==> src/rtl/lot_pkg.sv <==
// Shared types for the parking-lot occupancy tracker: gate FSM states and
// the {outer, inner} sensor patterns a car produces while passing a gate.
package lot_pkg;

    typedef enum logic [2:0] {
        G_IDLE,
        G_IN1,
        G_IN2,
        G_IN3,
        G_OUT1,
        G_OUT2,
        G_OUT3
    } gate_state_t;

    localparam logic [1:0] SENS_NONE  = 2'b00;
    localparam logic [1:0] SENS_OUTER = 2'b10;
    localparam logic [1:0] SENS_BOTH  = 2'b11;
    localparam logic [1:0] SENS_INNER = 2'b01;

endpackage

==> src/rtl/gate_direction_fsm.sv <==
// Per-gate direction tracker: turns a complete outer/inner beam sequence into
// a one-cycle enter or exit pulse; backing up steps one state back.
module gate_direction_fsm
    import lot_pkg::*;
(
    input  logic clk,
    input  logic Reset,
    input  logic sens_out,
    input  logic sens_in,
    output logic enter_evt,
    output logic exit_evt
);

    gate_state_t state;
    logic [1:0]  pat;

    assign pat = {sens_out, sens_in};

    always_ff @(posedge clk or negedge Reset) begin
        if (!Reset) begin
            state     <= G_IDLE;
            enter_evt <= 1'b0;
            exit_evt  <= 1'b0;
        end else begin
            enter_evt <= 1'b0;
            exit_evt  <= 1'b0;
            // Any pattern not listed for a state is an aborted pass.
            case (state)
                G_IDLE: begin
                    if (pat == SENS_OUTER)      state <= G_IN1;
                    else if (pat == SENS_INNER) state <= G_OUT1;
                    else                        state <= G_IDLE;
                end
                G_IN1: begin
                    if (pat == SENS_OUTER)     state <= G_IN1;
                    else if (pat == SENS_BOTH) state <= G_IN2;
                    else                       state <= G_IDLE;
                end
                G_IN2: begin
                    if (pat == SENS_BOTH)       state <= G_IN2;
                    else if (pat == SENS_OUTER) state <= G_IN1;
                    else if (pat == SENS_INNER) state <= G_IN3;
                    else                        state <= G_IDLE;
                end
                G_IN3: begin
                    if (pat == SENS_INNER)     state <= G_IN3;
                    else if (pat == SENS_BOTH) state <= G_IN2;
                    else begin
                        state     <= G_IDLE;
                        enter_evt <= (pat == SENS_NONE);
                    end
                end
                G_OUT1: begin
                    if (pat == SENS_INNER)     state <= G_OUT1;
                    else if (pat == SENS_BOTH) state <= G_OUT2;
                    else                       state <= G_IDLE;
                end
                G_OUT2: begin
                    if (pat == SENS_BOTH)       state <= G_OUT2;
                    else if (pat == SENS_INNER) state <= G_OUT1;
                    else if (pat == SENS_OUTER) state <= G_OUT3;
                    else                        state <= G_IDLE;
                end
                G_OUT3: begin
                    if (pat == SENS_OUTER)     state <= G_OUT3;
                    else if (pat == SENS_BOTH) state <= G_OUT2;
                    else begin
                        state    <= G_IDLE;
                        exit_evt <= (pat == SENS_NONE);
                    end
                end
                default: state <= G_IDLE;
            endcase
        end
    end

endmodule

==> src/rtl/lot_occupancy_tracker.sv <==
// Multi-gate occupancy counter: sums per-gate enter/exit pulses each cycle into
// a count clamped to [0, CAPACITY], with sticky overflow/underflow flags.
module lot_occupancy_tracker
    import lot_pkg::*;
#(
    parameter  int CAPACITY = 25,
    parameter  int N_GATES  = 2,
    localparam int CW       = $clog2(CAPACITY + 1)
) (
    input  logic               clk,
    input  logic               Reset,
    input  logic [N_GATES-1:0] sens_out,
    input  logic [N_GATES-1:0] sens_in,
    input  logic               clr_err,
    output logic [CW-1:0]      count,
    output logic               full,
    output logic               empty,
    output logic [N_GATES-1:0] enter_evt,
    output logic [N_GATES-1:0] exit_evt,
    output logic               ovf_err,
    output logic               unf_err
);

    localparam logic signed [CW+4:0] CAP_S = (CW + 5)'(CAPACITY);

    logic                  rst_sync;
    logic [3:0]            n_in;
    logic [3:0]            n_out;
    logic signed [CW+4:0]  next_v;
    logic                  clamp_hi;
    logic                  clamp_lo;

    // Assert immediately, release one edge after Reset rises.
    always_ff @(posedge clk or negedge Reset) begin
        if (!Reset) rst_sync <= 1'b0;
        else        rst_sync <= 1'b1;
    end

    for (genvar g = 0; g < N_GATES; g++) begin : g_gate
        gate_direction_fsm u_fsm (
            .clk       (clk),
            .Reset     (rst_sync),
            .sens_out  (sens_out[g]),
            .sens_in   (sens_in[g]),
            .enter_evt (enter_evt[g]),
            .exit_evt  (exit_evt[g])
        );
    end

    // Entries and exits net out before the clamp is applied.
    always_comb begin
        n_in  = '0;
        n_out = '0;
        for (int i = 0; i < N_GATES; i++) begin
            n_in  = n_in  + {3'b000, enter_evt[i]};
            n_out = n_out + {3'b000, exit_evt[i]};
        end
        next_v   = $signed({5'b00000, count})
                 + $signed({{(CW + 1){1'b0}}, n_in})
                 - $signed({{(CW + 1){1'b0}}, n_out});
        clamp_lo = next_v[CW+4];
        clamp_hi = !clamp_lo && (next_v > CAP_S);
    end

    always_ff @(posedge clk or negedge rst_sync) begin
        if (!rst_sync) begin
            count   <= '0;
            ovf_err <= 1'b0;
            unf_err <= 1'b0;
        end else begin
            if (clamp_hi)      count <= CW'(CAPACITY);
            else if (clamp_lo) count <= '0;
            else               count <= next_v[CW-1:0];
            ovf_err <= (ovf_err && !clr_err) || clamp_hi;
            unf_err <= (unf_err && !clr_err) || clamp_lo;
        end
    end

    assign full  = (count == CW'(CAPACITY));
    assign empty = (count == '0);

endmodule

==> config.mk <==
export PLATFORM = sky130hd
export DESIGN_NAME = lot_occupancy_tracker
export DESIGN_NICKNAME = d
export VERILOG_FILES = /design/src/rtl/lot_pkg.sv /design/src/rtl/gate_direction_fsm.sv /design/src/rtl/lot_occupancy_tracker.sv
export SDC_FILE = /design/constraint.sdc
export NUM_CORES = 1
export LEC_CHECK = 0
export BUFFER_PORTS_ARGS = -buffer_cell sky130_fd_sc_hd__buf_2
export CORE_MARGIN = 5
export CORE_UTILIZATION = 40
export CTS_BUF_LIST = sky130_fd_sc_hd__clkbuf_16
export CTS_CLUSTER_DIAMETER = 80
export CTS_CLUSTER_SIZE = 24
export DETAILED_ROUTE_END_ITERATION = 6
export GPL_TIMING_DRIVEN = 1
export PLACE_DENSITY = 0.67
export SETUP_SLACK_MARGIN = 0.15
export SLEW_MARGIN = 20
export SYNTH_ARGS = -nofsm -noshare
export SYNTH_HDL_FRONTEND = slang
export SYNTH_SLANG_ARGS = --single-unit
==> constraint.sdc <==
create_clock -name clk -period 2.2 [get_ports clk]
set_clock_uncertainty 0.2 [all_clocks]
set_input_delay 0.11 -clock clk [delete_from_list [all_inputs] [get_ports clk]]
set_output_delay 0.11 -clock clk [all_outputs]
set_load 0.01 [all_outputs]
==> results of run 1 <==
==> how the worst min path moves through the flow <==
| stage | start | end | slack [ns] | cells after the start |
|---|---|---|---|---|
| floorplan | Reset | rst_sync | -0.39 | 0 |
| global placement | Reset | rst_sync | -0.31 | 1 |
| detailed placement | Reset | rst_sync | -0.31 | 1 |
| CTS | rst_sync | g_gate[0].u_fsm.state[2] | 0.12 | 0 |
| global route | rst_sync | g_gate[0].u_fsm.state[0] | 0.16 | 0 |
| finish | rst_sync | g_gate[0].u_fsm.state[2] | 0.08 | 0 |
==> critical path: cells and delay by family, from the launching register on <==
kind,cells,cell delay (ns)
compound gates,2,0.47
buf+inv,3,0.17
xor+xnor,1,0.16
simple gates,2,0.36
fa+ha+maj,4,1.19
flops,1,0.36
==> sequential cells by signal, summed over array words and instances, names as in the netlist <==
register and cells:
ovf_err 1, unf_err 1, g_gate.u_fsm.exit_evt 2, g_gate.u_fsm.enter_evt 2, rst_sync 1, count 5
g_gate.u_fsm.state 6
==> where the power goes <==
| part | switching [mW] | internal [mW] | total [mW] |
|---|---|---|---|
| sequential | 0.141 | 0.430 | 0.570 |
| combinational | 0.577 | 0.594 | 1.17 |
| clock | 0.115 | 0.239 | 0.353 |
| total | 0.833 | 1.26 | 2.10 |
==> cells by family after synthesis <==
family | synth area share (%)
simple gates | 14.7
compound gates | 13.7
mux | 2.21
buf+inv | 9.75
other cells | 0.276
xor+xnor | 2.48
flops | 33.1
fa+ha+maj | 23.7
==> placed cells by master, fill, tap and decap left out, types with 2 or more instances in the layout <==
cell	count
nor3b_1	3
a22oi_1	2
ha_1	20
clkbuf_16	3
buf_4	10
nor3_1	2
a31oi_1	2
xor2_1	2
o21ai_0	6
mux2i_1	3
nor3_2	2
dfrtp_1	18
buf_2	19
inv_1	18
a21oi_1	10
and3_4	2
dlygate4sd3_1	3
inv_2	4
nor2_1	13
nand2_1	5
fa_2	2
==> Yosys cell counts (all sizes together) <==
| master | number | area, µm² |
|---|---|---|
| nand3b | 1 | 7.51 |
| conb | 1 | 3.75 |
| nor2 | 13 | 48.8 |
| o22ai | 1 | 6.26 |
| nor2b | 2 | 15.0 |
| nor4 | 1 | 6.26 |
| clkbuf | 4 | 15.0 |
| buf | 5 | 35.0 |
| a221oi | 1 | 8.76 |
| nor4b | 1 | 8.76 |
| nor3b | 3 | 22.5 |
| and3 | 2 | 12.5 |
| o2111ai | 1 | 8.76 |
| inv | 22 | 82.6 |
| a31oi | 2 | 12.5 |
| o21bai | 1 | 11.3 |
| o21ai | 6 | 30.0 |
| xor2 | 2 | 17.5 |
| and2b | 1 | 8.76 |
| a211o | 1 | 10.0 |
| or2b | 1 | 7.51 |
| and4 | 1 | 8.76 |
| fa | 3 | 60.1 |
| a22oi | 2 | 15.0 |
| o211ai | 1 | 7.51 |
| mux2i | 3 | 30.0 |
| a21oi | 10 | 50.1 |
| nor3 | 5 | 30.0 |
| nand3 | 1 | 5.00 |
| a22o | 1 | 8.76 |
| ha | 21 | 263 |
| o31a | 1 | 17.5 |
| nand2 | 5 | 18.8 |
| dfrtp | 18 | 450 |
| xnor2 | 1 | 16.3 |
==> timing repair <==
| action | in CTS | in global routing |
|---|---|---|
| hold endpoints to repair | 3 | 0 |
| gates resized for setup | 10 | 5 |
| pin swaps | 4 | 2 |
| setup endpoints to repair | 7 | 7 |
| buffers inserted | 3 | 0 |
| hold buffers | 3 | 0 |
==> stage by stage <==
| step | area, µm² | utilization (%) | setup slack (ns) |
|---|---|---|---|
| after floorplan | 1380 | - | -0.585 |
| after global placement | 1530 | 46.3 | -0.677 |
| after detailed placement | 1530 | 46.3 | -0.775 |
| after CTS | 1710 | 51.5 | -0.769 |
| after global routing | 1730 | 52.3 | -0.844 |
| final | 1730 | 52.3 | -0.761 |
==> final cells by class <==
cell class	instances	area [µm²]
tap	46	57.6
fill	299	1580
multi-input combinational	96	866
clock buffer	3	75.1
sequential	18	450
timing repair buffer	32	200
inverter	22	82.6
==> metal layers <==
metal | share of wire (%) | global-route usage, % | vias to the layer above
met3 | 3.8 | 1.97 | 4
met1 | 45 | 16.0 | 497
li1 | - | - | 530
met4 | 0.80 | 3.72 | 0
met2 | 51 | 25.0 | 22
met5 | 0 | 0 | -
==> out/summary.txt, run 1 <==
Crit-path slowest cell: fa_1
Core Region: 3310 µm²
row count: 21
final slew viol count: 0
VDD IR max: 0.339 mV
total routed wirelength: 2870 µm
die area: 4670 µm²
largest net degree at the start of global routing: 18
Final Non-Filler Cells: 217
Reg clk slew, reported paths: 0.05 ns
placed instance count: 208
failing checks: negative setup slack
RSZ-0062 raised after global routing: true
Worst Path Required: 2.19 ns
FMAX: 338 MHz
starting density of the core: 41.1%
period utilization: 135%
slew margin rel.: 54.2%
initial antenna violation count: 0
H-tree levels: 1
post-synthesis sequential area ratio: 33.1%
Avg WL per Cell: 13.2 µm
Die H: 68.3 µm
DIE WIDTH: 68.3 µm
cell area power density: 1210 nW/µm²
num ports: 20
CTS tree: built
Distinct cells, synth: 38
root buf cell: clkbuf_16
vias in the first global route: 1019
CP most frequent cell: inv_2
reg-to-reg critical path startpoint: g_gate[0].u_fsm.exit_evt
Mapped Nets: 176
Detail Placement HPWL: 1990 µm
GRT Residual Overflow: 0
via count: 1053
Finish-stage setup viols: 7
total CTS buffers: 3
critical path startpoint: g_gate[0].u_fsm.exit_evt
Final Hold Fails: 0
synthesized flop and latch total: 18
Critical Path End Type: register
total power: 2.10 mW
CTS Sinks: 18
Cell Chain, Critical Path: inv_2 > fa_1 > inv_2 > fa_2 > inv_2 > ha_4 > fa_2 > nor2b_4 > o31a_4 > xnor2_4 > o21bai_4 > and3_4
Detailed Route Iter0 Violations: 30
Min Hold Slack: 0.0813 ns
CTS Buffer Depth: 2
setup ws final: -0.761 ns
Tot GR Track Use: 13.5%
Crit path arrival time: 2.95 ns
vias per cell: 4.85
Synth-to-Final Area Change: 27.3%
Startpoint Class: register
drt drc: 0
P_leak: 0.869 nW
min-delay worst type: register to async pin
Worst Path Max Fanout: 5
first-pass GRT wire length: 4700 µm
setup TNS: -4.77 ns
worst-margin pin slew: 0.686 ns
MaxCap Viol Count: 0
Reg2Reg Setup Slack: -0.76 ns
port bufs: 19
DR pass1 iterations: 4
ant diodes: 0
area of the mapped netlist: 1360 µm²
run status: complete, but fails checks
Post-DRT Antenna Nets: 0
Gate Count Post-Synth: 145
share of cells above drive strength 1: 30.4%
Worst Setup EP: count[2]
Tmin final: 2.96 ns
GPL Wtd Cong: 0.767
Syn Area/Cell: 9.38 µm²
Total Nets Final: 204
FF-to-FF End: count[2]
CP peak stage delay: 0.49 ns
CP Class: register to register
synth warn: 0
Worst R2R Path Depth: 12
clk_lat worst skew: 0.25 ns
No activity file was read; power rests on OpenSTA's default activity.
==> run 2: changes to the inputs <==
- clock period: 2.2 -> 2.85 ns (I/O delays scaled with it)
==> out/summary.txt, run 2 (same netlist as run 1, synthesis figures left out) <==
die area: 4670 µm² (unchanged)
CTS tree: built (unchanged)
VDD IR max: 0.299 mV (was 0.339 mV)
Detailed Route Iter0 Violations: 90 (was 30)
Critical Path End Type: register (unchanged)
Worst Path Required: 2.84 ns (was 2.19 ns)
CTS Buffer Depth: 2 (unchanged)
Final Non-Filler Cells: 216 (was 217)
CP most frequent cell: fa_2 (was inv_2)
Final Hold Fails: 0 (unchanged)
port bufs: 19 (unchanged)
Finish-stage setup viols: 5 (was 7)
Crit-path slowest cell: fa_1 (unchanged)
CP peak stage delay: 0.47 ns (was 0.49 ns)
drt drc: 0 (unchanged)
total power: 1.52 mW (was 2.10 mW)
vias in the first global route: 1058 (was 1019)
run status: complete, but fails checks (unchanged)
clk_lat worst skew: 0.25 ns (about the same)
Most flops, register: g_gate.u_fsm.state (unchanged)
placed instance count: 205 (was 208)
GRT Residual Overflow: 0 (unchanged)
RSZ-0062 raised after global routing: true (unchanged)
Synth-to-Final Area Change: 25.3% (was 27.3%)
vias per cell: 4.93 (was 4.85)
failing checks: negative setup slack (unchanged)
slew margin rel.: 55.8% (was 54.2%)
total CTS buffers: 3 (unchanged)
setup ws final: -0.0737 ns (was -0.761 ns)
first-pass GRT wire length: 4950 µm (was 4700 µm)
DR pass1 iterations: 4 (unchanged)
DIE WIDTH: 68.3 µm (unchanged)
GPL Wtd Cong: 0.793 (was 0.767)
FMAX: 342 MHz (was 338 MHz)
row count: 21 (unchanged)
Reg clk slew, reported paths: 0.05 ns (about the same)
most frequent cells in the layout: 20 x inv_1, 20 x ha_1, 19 x buf_2, 18 x dfrtp_1, 13 x nor2_1 (was 20 x ha_1, 19 x buf_2, 18 x inv_1, 18 x dfrtp_1, 13 x nor2_1)
root buf cell: clkbuf_16 (unchanged)
period utilization: 103% (was 135%)
total routed wirelength: 2800 µm (was 2870 µm)
Reg2Reg Setup Slack: -0.07 ns (was -0.76 ns)
cell area power density: 895 nW/µm² (was 1210 nW/µm²)
Tot GR Track Use: 14.4% (was 13.5%)
CP delay by family, top: adder cells (unchanged)
CTS Sinks: 18 (unchanged)
max reg flops: 6 (unchanged)
Detail Placement HPWL: 2080 µm (was 1990 µm)
worst-margin pin slew: 0.663 ns (was 0.686 ns)
Avg WL per Cell: 12.9 µm (was 13.2 µm)
largest net degree at the start of global routing: 18 (unchanged)
Fillers: 314 (was 299)
Largest regs: g_gate.u_fsm.state x6, count x5 (unchanged)
design area: 1700 µm² (was 1730 µm²)
via count: 1064 (was 1053)
Tmin final: 2.92 ns (was 2.96 ns)
Die H: 68.3 µm (unchanged)
min-delay worst type: register to async pin (unchanged)
final slew viol count: 0 (unchanged)
CP Class: register to register (unchanged)
share of cells above drive strength 1: 27.1% (was 30.4%)
Worst Path Max Fanout: 5 (unchanged)
Worst Path Buf+Inv: 2 (was 3)
H-tree levels: 1 (unchanged)
Startpoint Class: register (unchanged)
num ports: 20 (unchanged)
MaxCap Viol Count: 0 (unchanged)
Total Nets Final: 202 (was 204)
Crit path arrival time: 2.92 ns (was 2.95 ns)
Min Hold Slack: 0.0748 ns (was 0.0813 ns)
starting density of the core: 41.1% (unchanged)
Post-DRT Antenna Nets: 0 (unchanged)
Cell Chain, Critical Path: fa_1 > inv_1 > fa_2 > inv_2 > ha_4 > fa_2 > nor2b_4 > o31a_4 > xnor2_4 > o21bai_4 > and3_4 (was inv_2 > fa_1 > inv_2 > fa_2 > inv_2 > ha_4 > fa_2 > nor2b_4 > o31a_4 > xnor2_4 > o21bai_4 > and3_4)
ant diodes: 0 (unchanged)
Core Region: 3310 µm² (unchanged)
P_leak: 0.862 nW (was 0.869 nW)
Placed Area: 1510 µm² (was 1530 µm²)
initial antenna violation count: 0 (unchanged)
-- run 2: cell count changes in the layout (fill, tap and decap cells not counted), sizes merged --
| cell | previous run | this run |
|---|---|---|
| buf | 29 | 27 |
| clkinv | 0 | 1 |
-- run 2: repair_timing --
item,in CTS,in global routing
hold buffers,3,0
pin swaps,7,2
gates resized for setup,7,4
hold endpoints to repair,3,0
buffers inserted,3,1
endpoints found under the setup margin,6,7
-- run 2: final timing paths --
| path | start | endpoint | cells after the start |
|---|---|---|---|
| hold / removal | rst_sync | g_gate[0].u_fsm.state[2] | 0 |
| setup / recovery | g_gate[0].u_fsm.enter_evt | count[2] | 11 |
| max in group asynchronous | Reset | rst_sync | 3 |
| hold reg to reg | rst_sync | g_gate[0].u_fsm.state[2] | 0 |
| setup reg to reg | g_gate[0].u_fsm.enter_evt | count[2] | 11 |
| min in group clk | sens_in[1] | g_gate[1].u_fsm.state[2] | 3 |
-- run 2: worst reg2reg max path, cell delays in order (launching register included) --
cell and delay (ns):
dfrtp_1 0.41, fa_1 0.47, inv_1 0.08, fa_2 0.19, inv_2 0.04, ha_4 0.15
fa_2 0.35, nor2b_4 0.14, o31a_4 0.31, xnor2_4 0.14, o21bai_4 0.17, and3_4 0.20
-- run 2: per-stage QoR --
| step | setup TNS, ns | setup WS [ns] | utilization, % |
|---|---|---|---|
| floorplan | 0 | 0.0648 | - |
| global placement | -0.0138 | -0.00664 | 45.6 |
| detailed placement | -0.692 | -0.156 | 45.6 |
| CTS | -0.441 | -0.109 | 50.9 |
| global route | -1.11 | -0.220 | 51.5 |
| finish | -0.270 | -0.0737 | 51.5 |
-- run 2: area by class of cell --
cell class | count | area (µm²) | area share, %
tap | 46 | 57.6 | 3.38
clock buffer | 3 | 75.1 | 4.41
sequential | 18 | 450 | 26.4
multi-input combinational | 96 | 850 | 49.9
timing repair buffer | 30 | 185 | 10.9
clock inverter | 1 | 3.75 | 0.220
inverter | 22 | 82.6 | 4.85
-- run 2: power by group --
| part | switching, mW | total (mW) | internal [mW] |
|---|---|---|---|
| combinational | 0.395 | 0.784 | 0.389 |
| clock | 0.101 | 0.287 | 0.187 |
| sequential | 0.123 | 0.454 | 0.331 |
-- run 2: routing by layer --
metal | track usage, % | part of all wire, % | up-vias
met5 | 0 | 0 | -
met4 | 7.44 | 2.3 | 0
met3 | 2.63 | 6.4 | 5
met2 | 24.4 | 50 | 32
met1 | 17.3 | 41 | 504
li1 | - | - | 523
